$ cat src/rtl/axi_lite_pkg.sv
// Shared AXI4-Lite constants and the manager FSM state encoding.
package axi_lite_pkg;

  localparam logic [1:0] RESP_OKAY   = 2'b00;
  localparam logic [1:0] RESP_EXOKAY = 2'b01;
  localparam logic [1:0] RESP_SLVERR = 2'b10;
  localparam logic [1:0] RESP_DECERR = 2'b11;

  localparam logic [2:0] PROT_DEFAULT = 3'b000;

  typedef enum logic [2:0] {
    ST_IDLE       = 3'd0,
    ST_WRITE      = 3'd1,
    ST_WRITE_RESP = 3'd2,
    ST_READ_ADDR  = 3'd3,
    ST_READ_DATA  = 3'd4,
    ST_RESPOND    = 3'd5
  } state_e;

endpackage

$ cat src/rtl/axi_lite_manager.sv
// Single-outstanding AXI4-Lite manager: one command in, one AXI-Lite
// transaction out, one response back. All outputs come straight from flops.
module axi_lite_manager #(
  parameter int unsigned DATA_WIDTH    = 32,
  parameter int unsigned ADDRESS_WIDTH = 4
) (
  input  logic                      axi_aclk_in,
  input  logic                      axi_aresetn_in,
  input  logic                      cmd_valid_in,
  output logic                      cmd_ready_out,
  input  logic                      cmd_write_in,
  input  logic [ADDRESS_WIDTH-1:0]  cmd_addr_in,
  input  logic [DATA_WIDTH-1:0]     cmd_wdata_in,
  input  logic [DATA_WIDTH/8-1:0]   cmd_wstrb_in,
  output logic                      rsp_valid_out,
  input  logic                      rsp_ready_in,
  output logic                      rsp_write_out,
  output logic [DATA_WIDTH-1:0]     rsp_rdata_out,
  output logic [1:0]                rsp_resp_out,
  output logic [ADDRESS_WIDTH-1:0]  axi_awaddr_out,
  output logic [2:0]                axi_awprot_out,
  output logic                      axi_awvalid_out,
  input  logic                      axi_awready_in,
  output logic [DATA_WIDTH-1:0]     axi_wdata_out,
  output logic [DATA_WIDTH/8-1:0]   axi_wstrb_out,
  output logic                      axi_wvalid_out,
  input  logic                      axi_wready_in,
  input  logic [1:0]                axi_bresp_in,
  input  logic                      axi_bvalid_in,
  output logic                      axi_bready_out,
  output logic [ADDRESS_WIDTH-1:0]  axi_araddr_out,
  output logic [2:0]                axi_arprot_out,
  output logic                      axi_arvalid_out,
  input  logic                      axi_arready_in,
  input  logic [DATA_WIDTH-1:0]     axi_rdata_in,
  input  logic [1:0]                axi_rresp_in,
  input  logic                      axi_rvalid_in,
  output logic                      axi_rready_out
);
  import axi_lite_pkg::*;

  localparam int unsigned STRB_WIDTH = DATA_WIDTH / 8;

  state_e state_q, state_d;

  logic                     cmd_ready_q, cmd_ready_d;
  logic                     awvalid_q, awvalid_d;
  logic                     wvalid_q, wvalid_d;
  logic                     bready_q, bready_d;
  logic                     arvalid_q, arvalid_d;
  logic                     rready_q, rready_d;
  logic                     rsp_valid_q, rsp_valid_d;
  logic                     aw_done_q, aw_done_d;
  logic                     w_done_q, w_done_d;
  logic                     write_q, write_d;
  logic [ADDRESS_WIDTH-1:0] addr_q, addr_d;
  logic [DATA_WIDTH-1:0]    wdata_q, wdata_d;
  logic [STRB_WIDTH-1:0]    wstrb_q, wstrb_d;
  logic [DATA_WIDTH-1:0]    rdata_q, rdata_d;
  logic [1:0]               resp_q, resp_d;

  logic cmd_hs, aw_hs, w_hs, b_hs, ar_hs, r_hs, rsp_hs;

  assign cmd_hs = cmd_valid_in  & cmd_ready_q;
  assign aw_hs  = awvalid_q     & axi_awready_in;
  assign w_hs   = wvalid_q      & axi_wready_in;
  assign b_hs   = bready_q      & axi_bvalid_in;
  assign ar_hs  = arvalid_q     & axi_arready_in;
  assign r_hs   = rready_q      & axi_rvalid_in;
  assign rsp_hs = rsp_valid_q   & rsp_ready_in;

  always_ff @(posedge axi_aclk_in or negedge axi_aresetn_in) begin
    if (!axi_aresetn_in) state_q <= ST_IDLE;
    else                 state_q <= state_d;
  end

  always_comb begin
    state_d = state_q;
    case (state_q)
      ST_IDLE:       if (cmd_hs) state_d = cmd_write_in ? ST_WRITE : ST_READ_ADDR;
      // Both channels must be done; either may finish on this very edge.
      ST_WRITE:      if ((aw_done_q || aw_hs) && (w_done_q || w_hs)) state_d = ST_WRITE_RESP;
      ST_WRITE_RESP: if (b_hs) state_d = ST_RESPOND;
      ST_READ_ADDR:  if (ar_hs) state_d = ST_READ_DATA;
      ST_READ_DATA:  if (r_hs) state_d = ST_RESPOND;
      ST_RESPOND:    if (rsp_hs) state_d = ST_IDLE;
      default:       state_d = ST_IDLE;
    endcase
  end

  // Handshake outputs are decoded from the next state so they appear one
  // cycle after the edge that caused the transition.
  always_comb begin
    write_d     = write_q;
    addr_d      = addr_q;
    wdata_d     = wdata_q;
    wstrb_d     = wstrb_q;
    rdata_d     = rdata_q;
    resp_d      = resp_q;

    if (cmd_hs) begin
      write_d = cmd_write_in;
      addr_d  = cmd_addr_in;
      wdata_d = cmd_wdata_in;
      wstrb_d = cmd_wstrb_in;
    end
    if (b_hs) begin
      resp_d  = axi_bresp_in;
      rdata_d = '0;
    end
    if (r_hs) begin
      resp_d  = axi_rresp_in;
      rdata_d = axi_rdata_in;
    end

    aw_done_d   = (state_d == ST_WRITE) && (aw_done_q || aw_hs);
    w_done_d    = (state_d == ST_WRITE) && (w_done_q || w_hs);
    awvalid_d   = (state_d == ST_WRITE) && !aw_done_d;
    wvalid_d    = (state_d == ST_WRITE) && !w_done_d;
    bready_d    = (state_d == ST_WRITE_RESP);
    arvalid_d   = (state_d == ST_READ_ADDR);
    rready_d    = (state_d == ST_READ_DATA);
    rsp_valid_d = (state_d == ST_RESPOND);
    cmd_ready_d = (state_d == ST_IDLE);
  end

  always_ff @(posedge axi_aclk_in or negedge axi_aresetn_in) begin
    if (!axi_aresetn_in) begin
      cmd_ready_q <= 1'b0;
      awvalid_q   <= 1'b0;
      wvalid_q    <= 1'b0;
      bready_q    <= 1'b0;
      arvalid_q   <= 1'b0;
      rready_q    <= 1'b0;
      rsp_valid_q <= 1'b0;
      aw_done_q   <= 1'b0;
      w_done_q    <= 1'b0;
      write_q     <= 1'b0;
      addr_q      <= '0;
      wdata_q     <= '0;
      wstrb_q     <= '0;
      rdata_q     <= '0;
      resp_q      <= RESP_OKAY;
    end else begin
      cmd_ready_q <= cmd_ready_d;
      awvalid_q   <= awvalid_d;
      wvalid_q    <= wvalid_d;
      bready_q    <= bready_d;
      arvalid_q   <= arvalid_d;
      rready_q    <= rready_d;
      rsp_valid_q <= rsp_valid_d;
      aw_done_q   <= aw_done_d;
      w_done_q    <= w_done_d;
      write_q     <= write_d;
      addr_q      <= addr_d;
      wdata_q     <= wdata_d;
      wstrb_q     <= wstrb_d;
      rdata_q     <= rdata_d;
      resp_q      <= resp_d;
    end
  end

  assign cmd_ready_out   = cmd_ready_q;
  assign rsp_valid_out   = rsp_valid_q;
  assign rsp_write_out   = write_q;
  assign rsp_rdata_out   = rdata_q;
  assign rsp_resp_out    = resp_q;
  assign axi_awaddr_out  = addr_q;
  assign axi_awprot_out  = PROT_DEFAULT;
  assign axi_awvalid_out = awvalid_q;
  assign axi_wdata_out   = wdata_q;
  assign axi_wstrb_out   = wstrb_q;
  assign axi_wvalid_out  = wvalid_q;
  assign axi_bready_out  = bready_q;
  assign axi_araddr_out  = addr_q;
  assign axi_arprot_out  = PROT_DEFAULT;
  assign axi_arvalid_out = arvalid_q;
  assign axi_rready_out  = rready_q;

endmodule

$ cat config.mk
export PLATFORM = sky130hd
export DESIGN_NAME = axi_lite_manager
export DESIGN_NICKNAME = d
export VERILOG_FILES = /design/src/rtl/axi_lite_pkg.sv /design/src/rtl/axi_lite_manager.sv
export SDC_FILE = /design/constraint.sdc
export NUM_CORES = 1
export LEC_CHECK = 0
export ABC_AREA = 1
export BUFFER_PORTS_ARGS = -buffer_cell sky130_fd_sc_hd__buf_2
export CORE_UTILIZATION = 35
export CTS_CLUSTER_DIAMETER = 30
export DETAILED_ROUTE_END_ITERATION = 8
export HOLD_SLACK_MARGIN = 0.03
export MAX_ROUTING_LAYER = met4
export PLACE_DENSITY = 0.6
export SETUP_SLACK_MARGIN = 0.3
export SYNTH_ARGS = -nofsm -noshare
export SYNTH_HDL_FRONTEND = slang
export SYNTH_SLANG_ARGS = --single-unit
$ cat constraint.sdc
create_clock -name axi_aclk_in -period 1.6 [get_ports axi_aclk_in]
set_input_delay 0.08 -clock axi_aclk_in [delete_from_list [all_inputs] [get_ports axi_aclk_in]]
set_output_delay 0.08 -clock axi_aclk_in [all_outputs]
set_load 0.01 [all_outputs]
==> flow_summary.json <==
{
  "fin_crit_ns": 1.239,
  "end_kind": "register",
  "wl_per_cell_um": 12.63,
  "cpMostUsedCell": "nand2_2",
  "grt.met2_usage_pct": 30.92,
  "final_layout_size_suffix_gt1_share_pct": 33.69,
  "r2r_end": "cmd_ready_out$_DFF_PN0_",
  "area_delta_synth_final_pct": 56.48,
  "vias": 3466,
  "grt_overflow": 0,
  "combinationalPowerShare_pct": 40.7,
  "crit_required_ns": 1.88,
  "p_switching_mw": 3.326,
  "die_h_um": 102.4,
  "min_from": "axi_rresp_in[1]",
  "synth_simple_gate_area_share_pct": 31.50,
  "fin_skew_ns": 0.01045,
  "grt_use_met1_pct": 25.12,
  "ff2ff_path_depth": 9,
  "cp_max_fo": 5,
  "reg2reg_slack_ns": 0.36,
  "fp-row-count": 36,
  "clk_latency_ns": 0.36,
  "hold_viol_final": 0,
  "drv_cap": 0,
  "whs_path_depth": 3,
  "numCtsBuffers": 9,
  "grt_pass1_wl_um": 15510,
  "post-route-period-util_pct": 77.47,
  "core_sq_um": 9774,
  "drv_slew": 0,
  "synthCells": 408,
  "syn_avg_cell_area_sq_um": 8.654,
  "cts_tree": "yes",
  "grt_pass1_vias": 3371,
  "hold_path_class": "primary input to register",
  "synth-xor-area-share_pct": 0,
  "gr-usage-met3_pct": 4.720,
  "synthAdderAreaFrac_pct": 0,
  "drc": 0,
  "crit_path_cell_trace": "nand2_2, nor2_2, nand2_2, nand2_2, nor2_4, nand2_4, inv_2, nand2_1, nor2_1",
  "grt_max_degree": 43,
  "h-tree-depth": 3,
  "whs_ns": 0.05686,
  "grt.busiest_layer": "met2",
  "rsz0062_at_grt": "true",
  "hpwl_um": 6112,
  "peakVddDrop_mv": 0.7825,
  "die_x_um": 102.4,
  "critPathLaunchType": "register",
  "port_buffers": 171,
  "wl_um": 9968,
  "cp.arrival_ns": 1.52,
  "path_clk_slew_ns": 0.09,
  "critical_path_class": "register to register",
  "yosysSeqAreaShare_pct": 61.66,
  "sequentialPowerShare_pct": 42.1,
  "clk_root_buffer_cell": "clkbuf_8",
  "dieArea_sq_um": 10490,
  "p_leak_nw": 3.193,
  "clock.fmax_mhz": 806.8,
  "synth_compound_area_share_pct": 0.9568,
  "pin_count": 178,
  "globalplace.congestion": 0.7909,
  "muxShareOfSynthArea_pct": 0,
  "fin_tns_setup_ns": 0,
  "total_power_mw": 8.577,
  "timing.rr.start": "state_q[0]$_DFF_PN0_",
  "clkPwrFrac_pct": 17.3,
  "ant_nets": 0,
  "synth_area_sq_um": 3531,
  "setup_viol": 0,
  "ys_ff_latch": 87,
  "ys_types": 18,
  "antenna_found_initial": 0,
  "final_nets": 737,
  "dr.pass1.iters": 4,
  "track_usage_pct": 19.96,
  "yosys_warnings": 0,
  "drtIter0Drc": 139,
  "cp_slowest_stage_delay_ns": 0.46,
  "synth_top_family_by_area": "simple AND/OR/NAND/NOR gates",
  "viasPerCell": 4.393,
  "switching_share_pct": 38.78,
  "run_status": "finished, final reports clean",
  "n_antenna_cell": 0,
  "start_util_pct": 36.12,
  "intPower_mw": 5.251,
  "clock_sinks": 87,
  "hold_end": "rsp_resp_out[1]$_DFFE_PN0P_",
  "slowest_stage": "dfrtp_2",
  "clockBufferDepth": 2,
  "powerDensity_nw_per_um2": 1552
}
-- cells in the mapped netlist --
cell        n  area share (%)
o21ai_2     1            0.25
nand2_1   209              22
nor2_2      2            0.35
buf_4      10             2.1
nand3_1    38             5.4
o21ai_0     5            0.71
nand3_2     2            0.57
nand2_4     1            0.32
dfrtp_1    87              62
inv_1      11             1.2
buf_2       4            0.57
nand2_2     1            0.18
nor2_4      2            0.64
inv_2       4            0.43
clkbuf_1   14             1.5
nor2_1     14             1.5
conb_1      1            0.11
nand4_1     2            0.35
-- how the worst max path moves through the flow --
stage                                         from  depth (start not counted)                   endpoint
after global routing          state_q[2]$_DFF_PN0_                          6  axi_awvalid_out$_DFF_PN0_
after CTS                     state_q[2]$_DFF_PN0_                          7  axi_awvalid_out$_DFF_PN0_
after detailed placement      state_q[0]$_DFF_PN0_                          7         w_done_q$_DFF_PN0_
after floorplan           axi_bready_out$_DFF_PN0_                          7        aw_done_q$_DFF_PN0_
after global placement        state_q[0]$_DFF_PN0_                          8   axi_rready_out$_DFF_PN0_
final                         state_q[0]$_DFF_PN0_                          9    cmd_ready_out$_DFF_PN0_
-- cell type report --
class	count	area [sq um]
Clock inverter	2	12.51
Fill cell	884	4249
Tap cell	133	166.4
Inverter	15	58.81
Clock buffer	14	182.7
Timing Repair Buffer	255	1705
Multi-Input combinational cell	283	1219
Sequential cell	87	2181
-- flip-flops by register name, indices dropped and copies added (netlist names), 2 cells and up --
name	count
axi_wdata_out	32
rsp_rdata_out	32
axi_araddr_out	4
axi_wstrb_out	4
state_q	3
rsp_resp_out	2
-- layout by cell type, fill, tap and decap left out, types with 2 or more instances in the layout --
cell type	n
dlygate4sd3_1	77
buf_4	4
conb_1	6
dfrtp_2	3
nand3_1	37
nor2_1	10
nor2_4	5
nand3_2	2
o21ai_0	5
buf_2	170
nor2_2	3
inv_1	9
dfrtp_1	84
inv_2	5
buf_6	3
clkbuf_8	13
nand4_1	2
nand2_2	6
nand2_1	204
-- through the flow --
step	std cells	worst slack [ns]	util, %	cell area (sq um)
finish	789	0.3606	56.53	5525
detailed placement	696	0.3259	45.95	4492
global placement	696	0.3689	45.95	4492
CTS	789	0.3360	55.86	5460
floorplan	413	0.3876	-	3550
global route	789	0.2528	56.53	5525
-- logic make-up after synthesis --
family / count (synthesis)
AOI/OAI and AO/OA: 6
buffers and inverters: 43
DFF: 87
other: 1
and+or+nand+nor: 271
-- power groups by stage --
stage                     clock network, mW  logic [mW]  registers [mW]
final                                  1.48        3.49            3.61
after CTS                              1.55        3.38            3.55
after detailed placement                  0        3.24            3.56
after global routing                   1.65        3.93            3.72
after floorplan                           0        1.53            3.95
after global placement                    0        3.19            3.55
-- worst max-delay path: cells and delay by family (launching register included) --
| family | cells | cell delay [ns] |
|---|---|---|
| and+or+nand+nor | 8 | 0.65 |
| buffers and inverters | 1 | 0.05 |
| DFF | 1 | 0.46 |
-- timing repair --
item | 4_1_cts | 5_1_grt
hold buffers | 77 | 0
setup buffers | 0 | 0
endpoints found under the hold margin | 139 | 0
pin swaps | 0 | 8
resized for setup | 1 | 22
setup endpoints to repair | 2 | 13
-- metal layers --
metal  up-vias  wire length [um]  part of all wire (%)
li1       1724                 -                     -
met1      1578              4533                    45
met2       149              4578                    46
met3        15               673                   6.8
met4         0               182                   1.8
met5         -                 0                     0
(Power assumes the default switching activity.)
